==> src/rtl/amstrad_mem_arbiter.sv <==
// Serialises CPU byte accesses and gate-array word fetches onto one byte-wide SDRAM port.
// Define MEM_ARB_ROM_WP_EN to block CPU writes into ROM space (cpu_addr[22]=1).
module amstrad_mem_arbiter #(
    parameter int unsigned TIMEOUT = 64
) (
    input  logic        CLK,
    input  logic        reset,
    input  logic        cpu_req,
    input  logic        cpu_we,
    input  logic [22:0] cpu_addr,
    input  logic [7:0]  cpu_dout,
    output logic [7:0]  cpu_din,
    output logic        cpu_done,
    input  logic        vid_req,
    input  logic [14:0] vid_addr,
    output logic [15:0] vid_data,
    output logic        vid_done,
    output logic [22:0] mem_addr,
    output logic [7:0]  mem_dout,
    output logic        mem_oe,
    output logic        mem_we,
    input  logic [7:0]  mem_din,
    input  logic        mem_ack,
    output logic        err
);
    typedef enum logic [1:0] {IDLE = 2'd0, CPU_ACC = 2'd1, VID_LO = 2'd2, VID_HI = 2'd3} state_t;

    localparam logic [7:0] TMO_LAST = 8'(TIMEOUT - 1);

    state_t      state_q, state_d;
    logic        pend_cpu_q, pend_cpu_d, pend_vid_q, pend_vid_d;
    logic        cpu_we_lat_q, cpu_we_lat_d;
    logic [22:0] cpu_addr_lat_q, cpu_addr_lat_d;
    logic [7:0]  cpu_dat_lat_q, cpu_dat_lat_d;
    logic [14:0] vid_addr_lat_q, vid_addr_lat_d;
    logic [7:0]  tmo_q, tmo_d;
    logic [7:0]  cpu_din_q, cpu_din_d;
    logic        cpu_done_q, cpu_done_d, vid_done_q, vid_done_d;
    logic [15:0] vid_data_q, vid_data_d;
    logic [22:0] mem_addr_q, mem_addr_d;
    logic [7:0]  mem_dout_q, mem_dout_d;
    logic        mem_oe_q, mem_oe_d, mem_we_q, mem_we_d, err_q, err_d;
    logic        waiting_s, timeout_s, ack_s, rom_wp_s, cpu_clr_s, vid_clr_s;
    logic [7:0]  rd_data_s;

    // Next-state, pending-latch and output computation.
    always_comb begin
        state_d        = state_q;
        pend_cpu_d     = pend_cpu_q;
        pend_vid_d     = pend_vid_q;
        cpu_we_lat_d   = cpu_we_lat_q;
        cpu_addr_lat_d = cpu_addr_lat_q;
        cpu_dat_lat_d  = cpu_dat_lat_q;
        vid_addr_lat_d = vid_addr_lat_q;
        tmo_d          = tmo_q;
        cpu_din_d      = cpu_din_q;
        cpu_done_d     = 1'b0;
        vid_done_d     = 1'b0;
        vid_data_d     = vid_data_q;
        mem_addr_d     = mem_addr_q;
        mem_dout_d     = mem_dout_q;
        mem_oe_d       = mem_oe_q;
        mem_we_d       = mem_we_q;
        err_d          = err_q;
        cpu_clr_s      = 1'b0;
        vid_clr_s      = 1'b0;

        waiting_s = mem_oe_q | mem_we_q;
        timeout_s = waiting_s && !mem_ack && (tmo_q == TMO_LAST);
        ack_s     = waiting_s && (mem_ack || timeout_s);
        rd_data_s = mem_ack ? mem_din : 8'hFF;
`ifdef MEM_ARB_ROM_WP_EN
        rom_wp_s  = cpu_we_lat_q & cpu_addr_lat_q[22];
`else
        rom_wp_s  = 1'b0;
`endif

        if (waiting_s) begin
            tmo_d = ack_s ? 8'd0 : tmo_q + 8'd1;
        end else begin
            tmo_d = tmo_q;
        end
        if (timeout_s) begin
            err_d = 1'b1;
        end else begin
            err_d = err_q;
        end

        case (state_q)
            IDLE: begin
                if (pend_vid_q) begin
                    state_d    = VID_LO;
                    mem_addr_d = {8'h00, vid_addr_lat_q, 1'b0};
                    mem_oe_d   = 1'b1;
                    mem_we_d   = 1'b0;
                    tmo_d      = 8'd0;
                end else if (pend_cpu_q) begin
                    state_d    = CPU_ACC;
                    mem_addr_d = cpu_addr_lat_q;
                    mem_dout_d = cpu_dat_lat_q;
                    mem_we_d   = cpu_we_lat_q & ~rom_wp_s;
                    mem_oe_d   = ~cpu_we_lat_q;
                    tmo_d      = 8'd0;
                end else begin
                    state_d = IDLE;
                end
            end
            CPU_ACC: begin
                // No request outstanding here means a suppressed ROM write: complete at once.
                if (!waiting_s) begin
                    cpu_done_d = 1'b1;
                    cpu_clr_s  = 1'b1;
                    state_d    = IDLE;
                end else if (ack_s) begin
                    if (!mem_we_q) begin
                        cpu_din_d = rd_data_s;
                    end else begin
                        cpu_din_d = cpu_din_q;
                    end
                    mem_oe_d   = 1'b0;
                    mem_we_d   = 1'b0;
                    cpu_done_d = 1'b1;
                    cpu_clr_s  = 1'b1;
                    state_d    = IDLE;
                end else begin
                    state_d = CPU_ACC;
                end
            end
            VID_LO: begin
                if (ack_s) begin
                    vid_data_d[7:0] = rd_data_s;
                    mem_addr_d[0]   = 1'b1;
                    mem_oe_d        = 1'b0;
                    state_d         = VID_HI;
                end else begin
                    state_d = VID_LO;
                end
            end
            VID_HI: begin
                if (!waiting_s) begin
                    mem_oe_d = 1'b1;
                    tmo_d    = 8'd0;
                end else if (ack_s) begin
                    vid_data_d[15:8] = rd_data_s;
                    mem_oe_d         = 1'b0;
                    vid_done_d       = 1'b1;
                    vid_clr_s        = 1'b1;
                    state_d          = IDLE;
                end else begin
                    state_d = VID_HI;
                end
            end
            default: begin
                state_d  = IDLE;
                mem_oe_d = 1'b0;
                mem_we_d = 1'b0;
            end
        endcase

        // A request landing on the same edge as its source's completion is accepted.
        if (cpu_req) begin
            if (pend_cpu_q && !cpu_clr_s) begin
                err_d = 1'b1;
            end else begin
                pend_cpu_d     = 1'b1;
                cpu_we_lat_d   = cpu_we;
                cpu_addr_lat_d = cpu_addr;
                cpu_dat_lat_d  = cpu_dout;
            end
        end else if (cpu_clr_s) begin
            pend_cpu_d = 1'b0;
        end else begin
            pend_cpu_d = pend_cpu_q;
        end

        if (vid_req) begin
            if (pend_vid_q && !vid_clr_s) begin
                err_d = 1'b1;
            end else begin
                pend_vid_d     = 1'b1;
                vid_addr_lat_d = vid_addr;
            end
        end else if (vid_clr_s) begin
            pend_vid_d = 1'b0;
        end else begin
            pend_vid_d = pend_vid_q;
        end
    end

    // State and output registers with synchronous reset.
    always_ff @(posedge CLK) begin
        if (reset) begin
            state_q        <= IDLE;
            pend_cpu_q     <= 1'b0;
            pend_vid_q     <= 1'b0;
            cpu_we_lat_q   <= 1'b0;
            cpu_addr_lat_q <= 23'd0;
            cpu_dat_lat_q  <= 8'd0;
            vid_addr_lat_q <= 15'd0;
            tmo_q          <= 8'd0;
            cpu_din_q      <= 8'd0;
            cpu_done_q     <= 1'b0;
            vid_done_q     <= 1'b0;
            vid_data_q     <= 16'd0;
            mem_addr_q     <= 23'd0;
            mem_dout_q     <= 8'd0;
            mem_oe_q       <= 1'b0;
            mem_we_q       <= 1'b0;
            err_q          <= 1'b0;
        end else begin
            state_q        <= state_d;
            pend_cpu_q     <= pend_cpu_d;
            pend_vid_q     <= pend_vid_d;
            cpu_we_lat_q   <= cpu_we_lat_d;
            cpu_addr_lat_q <= cpu_addr_lat_d;
            cpu_dat_lat_q  <= cpu_dat_lat_d;
            vid_addr_lat_q <= vid_addr_lat_d;
            tmo_q          <= tmo_d;
            cpu_din_q      <= cpu_din_d;
            cpu_done_q     <= cpu_done_d;
            vid_done_q     <= vid_done_d;
            vid_data_q     <= vid_data_d;
            mem_addr_q     <= mem_addr_d;
            mem_dout_q     <= mem_dout_d;
            mem_oe_q       <= mem_oe_d;
            mem_we_q       <= mem_we_d;
            err_q          <= err_d;
        end
    end

    assign cpu_din  = cpu_din_q;
    assign cpu_done = cpu_done_q;
    assign vid_data = vid_data_q;
    assign vid_done = vid_done_q;
    assign mem_addr = mem_addr_q;
    assign mem_dout = mem_dout_q;
    assign mem_oe   = mem_oe_q;
    assign mem_we   = mem_we_q;
    assign err      = err_q;
endmodule

==> config.mk <==
export PLATFORM = sky130hd
export DESIGN_NAME = amstrad_mem_arbiter
export DESIGN_NICKNAME = d
export VERILOG_FILES = /design/src/rtl/amstrad_mem_arbiter.sv
export SDC_FILE = /design/constraint.sdc
export NUM_CORES = 1
export LEC_CHECK = 0
export BUFFER_PORTS_ARGS = -buffer_cell sky130_fd_sc_hd__clkbuf_2
export CAP_MARGIN = 20
export CORE_MARGIN = 2
export CORE_UTILIZATION = 49
export CTS_CLUSTER_DIAMETER = 60
export DETAILED_ROUTE_END_ITERATION = 8
export PLACE_DENSITY_LB_ADDON = 0.1
export SYNTH_ARGS = -nofsm -noshare
export SYNTH_HDL_FRONTEND = slang
export SYNTH_SLANG_ARGS = --single-unit
==> constraint.sdc <==
create_clock -name CLK -period 1.9 [get_ports CLK]
set_input_delay 0.285 -clock CLK [delete_from_list [all_inputs] [get_ports CLK]]
set_output_delay 0.285 -clock CLK [all_outputs]
set_load 0.02 [all_outputs]
==> results of run 1 <==
-- synthesized netlist by cell type (all sizes together) (3+ instances only) --
master	n
a211oi	35
a21oi	16
a22oi	7
a31oi	6
and4b	8
buf	16
clkbuf	26
dfxtp	119
ha	5
inv	22
mux2i	63
nand2	24
nand2b	96
nand3	6
nand4	3
nor2	53
nor3b	10
o21a	11
o21ai	8
xor2	3
-- cell type report --
class | instances | area [um2] | share of cell area, %
Multi-Input combinational cell | 383 | 2714 | 38.08
Sequential cell | 119 | 2382 | 33.43
Timing Repair Buffer | 170 | 1129 | 15.84
Clock buffer | 23 | 476.7 | 6.689
Tap cell | 140 | 175.2 | 2.458
Clock inverter | 8 | 167.7 | 2.353
Inverter | 22 | 82.58 | 1.159
-- final timing paths --
check	endpoint	startpoint
setup / recovery	cpu_addr_lat_q[13]$_SDFFE_PP0P_	tmo_q[0]$_SDFF_PP0_
hold / removal	cpu_addr_lat_q[19]$_SDFFE_PP0P_	cpu_addr[19]
setup reg to reg	cpu_addr_lat_q[13]$_SDFFE_PP0P_	tmo_q[0]$_SDFF_PP0_
hold reg to reg	mem_dout[0]$_SDFFE_PP0P_	cpu_dat_lat_q[0]$_SDFFE_PP0P_
-- layer usage --
layer / wire (um) / GRT usage, %
met1: 5738 / 27.93
met4: 202 / 8.883
met2: 6379 / 38.17
met5: 0 / 0
met3: 628 / 6.515
-- kinds of logic (layout without fill, tap and decap cells) --
| family | after synthesis | in the layout | share of synthesized area [%] |
|---|---|---|---|
| compound gates | 94 | 94 | 13.26 |
| xor+xnor | 5 | 5 | 0.8143 |
| fa+ha+maj | 5 | 5 | 1.163 |
| buf+inv | 64 | 223 | 5.699 |
| flops | 119 | 119 | 44.29 |
| mux | 63 | 63 | 11.72 |
| simple gates | 216 | 216 | 23.05 |
-- repair_timing --
action                                 4_1_cts  5_1_grt
setup endpoints to repair                    1       79
resized for setup                            0        6
buffers inserted                             2        0
pin swaps                                    0        1
hold buffers                                29        0
endpoints found under the hold margin       29        0
-- stage by stage --
stage / worst slack, ns / util [%]
after floorplan: 0.1046 / -
after global placement: 0.1185 / 57.01
after detailed placement: 0.04863 / 57.01
after CTS: 0.05319 / 65.81
after global routing: -0.03790 / 66.03
final: 0.08725 / 66.03
-- sequential cells by signal, indices dropped and copies added, names as in the netlist, 2 cells and up --
signal,count
cpu_addr_lat_q,23
mem_addr,23
vid_data,16
vid_addr_lat_q,15
cpu_dat_lat_q,8
cpu_din,8
mem_dout,8
tmo_q,8
state_q,2
-- worst reg2reg max path, stage by stage (launching register included) --
cell and delay (ns):
dfxtp_1 0.38, ha_1 0.24, and2_1 0.24, a311oi_4 0.12, a211oi_4 0.30, buf_12 0.23, mux2i_1 0.22
-- cell usage in the layout (no fill, tap or decap), types with 3 or more instances in the layout --
cell type	instances
a211oi_1	33
dlygate4sd3_1	29
mux2i_1	63
clkbuf_16	16
dfxtp_1	119
ha_1	4
o21ai_0	7
nand2b_1	96
bufinv_16	5
a22oi_1	7
nand4_1	3
xor2_1	3
clkbuf_2	118
nand2_1	24
nor3b_1	10
a31oi_1	4
and4b_1	8
a21oi_1	16
buf_12	6
inv_1	22
nand3_1	6
o21a_1	11
nor2_1	52
clkbuf_8	5
buf_4	17
-- report_power, final --
group          leakage [nW]  internal (W)  total [W]  switching [W]
clock                 0.314       0.00239    0.00350        0.00111
combinational          1.68      0.000430   0.000945       0.000515
sequential            0.972       0.00264    0.00273      0.0000903
total                  2.97       0.00546    0.00718        0.00172
==> impl_results.md, run 1 <==
- Status: finished clean
- Ant diodes: 0
- Root buffer cell: clkbuf_8
- DP Wirelength: 8463 um
- Static Leak: 2.966 nW
- Number of primary I/O pins: 120
- GPL Wtd Cong: 0.9195
- Final ANT Viol Nets: 0
- # DRC: 0
- H-tree depth: 4
- WL final: 12,950 um
- Slew Limit Fails: 0
- Mapped Area: 5379 um2
- Vias/cell: 5.150
- Reg2reg path depth: 6
- Crit start category: flop
- Drt pass-1 iters: 4
- Setup violators final: 0
- Crit path depth: 6
- CTS Buf Count: 17
- Ys async rst share: 0%
- Nets: 778
- Clock Tree Buf Depth: 2
- Std-Cell Rows: 38
- Family with the most delay on the worst path: compound AO/OA/AOI/OAI gates
- CTS tree: yes
- Pwr/cell area: 1007 nW/um2
- Critical path buffers and inverters: 1
- Worst-Skew Late Latency: 0.52 ns
- CP Capture Type: flop
- Initial core utilization: 49.84%
- Port Buffers: 119
- Cell accounting for the most synthesized area: dfxtp_1
- Worst slew margin: 58.11%
- WP data required: 2.34 ns
- Wire per inst: 14.97 um
- Slowest CP cell: dfxtp_1
- DIE WIDTH: 108.8 um
- Post-Syn Instances: 566
- VDD IR-drop max: 0.6384 mV
- Hold Worst Slack: 0.02009 ns
- Die span in y: 108.8 um
- Initial antenna violation count: 0
- CTS clk-pin slew, worst paths: 0.05 ns
- Via Count: 4,455
- Placed cells: 803
- CP max stage delay: 0.38 ns
- Hold crit path type: primary input to flop
- Total Power: 0.007180 W
- Worst Max-Slew Pin Slew: 0.6241 ns
- Number of flops mapped to enable cells by yosys: 0
- Layout cells sized above 1: 25.66%
- Vias in the first global route: 4,364
- Yosys warns: 0
- Seq/Total Area, Yosys: 44.29%
- Post-Layout Cell Count: 865
- Fin. Hold Viols: 0
- Fmax: 551.6 MHz
- Synth Net Count: 631
- Worst path cell trace: ha_1, and2_1, a311oi_4, a211oi_4, buf_12, mux2i_1
- # clock sinks: 119
- Synth cell types: 51
- 1st-iter DRT viols: 194
- Largest net degree at the start of global routing: 49
- Ys flop type: dfxtp_1
- All-layer global routing usage: 22.88%
- Die area: 11,830 um2
- Filler instances: 842
- Final clock skew: 0.005532 ns
- Total negative setup slack: 0 ns
- #FFs+latches synth: 119
- Critical Path AT: 2.26 ns
- Max-Cap Viols: 0
- Hold-critical path depth: 3
- Period utilisation layout: 95.41%
- Worst R2R Setup Slack: 0.09 ns
- Grt total ovfl: 0
- Average cell area after synthesis: 9.503 um2
- Crit path kind: flop to flop
- Final Cell Area: 7127 um2
- Top cells by area, synth: dfxtp_1 44%, mux2i_1 12%, nand2b_1 11%
- First-pass GRT wire length: 21,020 um
- Area post-placement: 6153 um2
- Top cell type's share of synthesized area: 44.29%
- Core Box Area: 10,790 um2
- Crit path max fanout: 18
- Syn-to-layout area delta: 32.50%
- Period minus WS final: 1.813 ns
(Power assumes the default switching activity.)
==> inputs of run 2 (changes only) <==
--- a/config.mk
+++ b/config.mk
@@ -7,6 +7,7 @@
 export LEC_CHECK = 0
 export BUFFER_PORTS_ARGS = -buffer_cell sky130_fd_sc_hd__clkbuf_2
 export CAP_MARGIN = 20
+export CORE_ASPECT_RATIO = 1.2
 export CORE_MARGIN = 2
 export CORE_UTILIZATION = 49
 export CTS_CLUSTER_DIAMETER = 60
==> run 2 against run 1 <==
Compared with the run above:
- flip-flop and latch count unchanged
- routed wire length decreased by 5.8%
- via count decreased by 3.5%
- final cell count fell by 4.9%
- critical path depth is the same
- clock skew grew 0.0027 ns
- combinational power is 6.8% lower
- sequential share of layout area is 2.0 points higher
- worst setup slack lost 0.033 ns
- clock-buffer cell count did not move
- sequential power about the same
==> impl_results.md, run 2 (synthesis results as in run 1) <==
- Critical Path AT: 2.16 ns (was 2.26 ns)
- Max-Cap Viols: 0 (unchanged)
- Syn-to-layout area delta: 25.05% (was 32.50%)
- Worst-Skew Late Latency: 0.41 ns (was 0.52 ns)
- Wire per inst: 14.82 um (was 14.97 um)
- Hold path startpoint: cpu_addr[10] (was cpu_addr[19])
- Crit path depth: 6 (unchanged)
- Worst path cell trace: ha_1, o21a_1, nand4_1, a31oi_4, buf_12, mux2i_1 (was ha_1, and2_1, a311oi_4, a211oi_4, buf_12, mux2i_1)
- Hold crit path type: primary input to flop (unchanged)
- Worst Max-Slew Pin Slew: 0.6209 ns (was 0.6241 ns)
- H-tree depth: 4 (unchanged)
- Std-Cell Rows: 41 (was 38)
- Pre-CTS WS: 0.06409 ns (was 0.04863 ns)
- 1st-iter DRT viols: 161 (was 194)
- Setup violators final: 0 (unchanged)
- Placed cells: 791 (was 803)
- Slowest CP cell: dfxtp_1 (unchanged)
- Crit path max fanout: 15 (was 18)
- Grt total ovfl: 0 (unchanged)
- Crit path kind: flop to flop (unchanged)
- Final ANT Viol Nets: 0 (unchanged)
- First-pass GRT wire length: 20,450 um (was 21,020 um)
- Port Buffers: 119 (unchanged)
- Ant diodes: 0 (unchanged)
- CP Capture Type: flop (unchanged)
- Fin. Hold Viols: 0 (unchanged)
- CTS clk-pin slew, worst paths: 0.05 ns (about the same)
- Seq pwr share: 40.0% (was 38.1%)
- CTS tree: yes (unchanged)
- Period utilisation layout: 97.12% (was 95.41%)
- Nets: 747 (was 778)
- Vias in the first global route: 4,291 (was 4,364)
- Die area: 11,840 um2 (was 11,830 um2)
- DIE WIDTH: 99.65 um (was 108.8 um)
- Worst r2r src: state_q[0]$_SDFFE_PP0P_ (was tmo_q[0]$_SDFF_PP0_)
- CTS Buf Count: 17 (unchanged)
- Period minus WS final: 1.845 ns (was 1.813 ns)
- Clock Tree Buf Depth: 2 (unchanged)
- Total Power: 0.006829 W (was 0.007180 W)
- # DRC: 0 (unchanged)
- Status: finished clean (unchanged)
- Int Pwr: 0.005178 W (was 0.005464 W)
- Total negative setup slack: 0 ns (unchanged)
- Sw Pwr: 0.001651 W (was 0.001716 W)
- Family with the most delay on the worst path: compound AO/OA/AOI/OAI gates (unchanged)
- Critical path buffers and inverters: 1 (unchanged)
- Reg2reg path depth: 6 (unchanged)
- Root buffer cell: clkbuf_16 (was clkbuf_8)
- Vias/cell: 5.221 (was 5.150)
- Switch share: 24.18% (was 23.89%)
- Leading cell types in the layout, fill and taps excluded: 119 x dfxtp_1, 118 x clkbuf_2, 95 x nand2b_1 (was 119 x dfxtp_1, 118 x clkbuf_2, 96 x nand2b_1)
- Drt pass-1 iters: 4 (unchanged)
- CP max stage delay: 0.40 ns (was 0.38 ns)
- Pwr/cell area: 1015 nW/um2 (was 1007 nW/um2)
- Final WS setup: 0.05471 ns (was 0.08725 ns)
- Combinational Power Share: 12.9% (was 13.2%)
- Final clock skew: 0.008270 ns (was 0.005532 ns)
- Via Count: 4,297 (was 4,455)
- Static Leak: 2.790 nW (was 2.966 nW)
- Layout cells sized above 1: 26.22% (was 25.66%)
- Number of primary I/O pins: 120 (unchanged)
- RSZ-0062 raised after global routing: yes
- Hold-critical path depth: 3 (unchanged)
- GPL Wtd Cong: 0.8297 (was 0.9195)
- Initial core utilization: 50.65% (was 49.84%)
- VDD IR-drop max: 0.6548 mV (was 0.6384 mV)
- WL final: 12,200 um (was 12,950 um)
- Worst slew margin: 58.33% (was 58.11%)
- Initial antenna violation count: 0 (unchanged)
- Commonest non-fill, non-tap cell in the layout: dfxtp_1 (unchanged)
- Slew Limit Fails: 0 (unchanged)
- Largest net degree at the start of global routing: 66 (was 49)
- Post-Layout Cell Count: 823 (was 865)
- Die span in y: 118.8 um (was 108.8 um)
- Crit start category: flop (unchanged)
- WP data required: 2.21 ns (was 2.34 ns)
- Core Box Area: 10,620 um2 (was 10,790 um2)
- Fmax: 541.9 MHz (was 551.6 MHz)
- Worst Setup SP: state_q[0]$_SDFFE_PP0P_ (was tmo_q[0]$_SDFF_PP0_)
- All-layer global routing usage: 21.48% (was 22.88%)
- DP Wirelength: 8431 um (was 8463 um)
- Clk network pwr share: 47.1% (was 48.8%)
- # clock sinks: 119 (unchanged)
- Hold_buf cts: 0 (was 29)
## run 2: cell count changes in the layout (fill, tap and decap cells not counted), moves of 2 or more
| cell | before | now |
|---|---|---|
| bufinv_16 | 5 | 3 |
| dlygate4sd3_1 | 29 | 0 |
| clkbuf_8 | 5 | 3 |
| buf_12 | 6 | 4 |
## run 2: through the flow
stage	utilization, %	hold slack, ns	area [um2]
finish	63.34	0.1165	6726
detailed placement	57.51	0.4438	6107
global placement	57.51	0.4399	6107
global route	63.34	0.1244	6726
CTS	63.16	0.1005	6706
floorplan	-	0.4324	5379
## run 2: final timing paths
path | slack, ns | end
min | 0.12 | cpu_addr_lat_q[10]$_SDFFE_PP0P_
max reg2reg | 0.05 | vid_addr_lat_q[13]$_SDFFE_PP0P_
max | 0.05 | vid_addr_lat_q[13]$_SDFFE_PP0P_
min reg2reg | 0.45 | mem_dout[0]$_SDFFE_PP0P_
## run 2: final cells by class
cell class	instances	area, um2
inverter	22	82.58
clock buffer	23	478.0
multi-input combinational	383	2703
sequential	119	2382
tap	129	161.4
clock inverter	8	121.4
fill	928	3892
timing repair buffer	139	798.3
## run 2: routing by layer
| layer | vias up | share of wire (%) | track usage, % | routed length (um) |
|---|---|---|---|---|
| met5 | - | 0 | 0 | 0 |
| met4 | 0 | 1.0 | 7.106 | 126 |
| met3 | 13 | 5.0 | 6.032 | 610 |
| met2 | 99 | 49 | 36.02 | 5995 |
| met1 | 2015 | 45 | 26.37 | 5466 |
| li1 | 2170 | - | - | - |
## run 2: power by group through the flow
stage	Clock [W]	Sequential, W	Combinational (W)
final	0.00322	0.00273	0.000881
after global routing	0.00338	0.00275	0.000967
after CTS	0.00328	0.00273	0.000878
after detailed placement	0	0.00278	0.000872
after global placement	0	0.00278	0.000861
after floorplan	0	0.00284	0.000529
## run 2: what timing repair did
item,CTS,global route
setup endpoints to repair,0,45
gates resized for setup,0,4
buffers inserted,0,1
## run 2: worst register-to-register path: stages (launching register included)
cell	delay [ns]
dfxtp_1	0.40
ha_1	0.22
o21a_1	0.24
nand4_1	0.19
a31oi_4	0.26
buf_12	0.20
mux2i_1	0.26
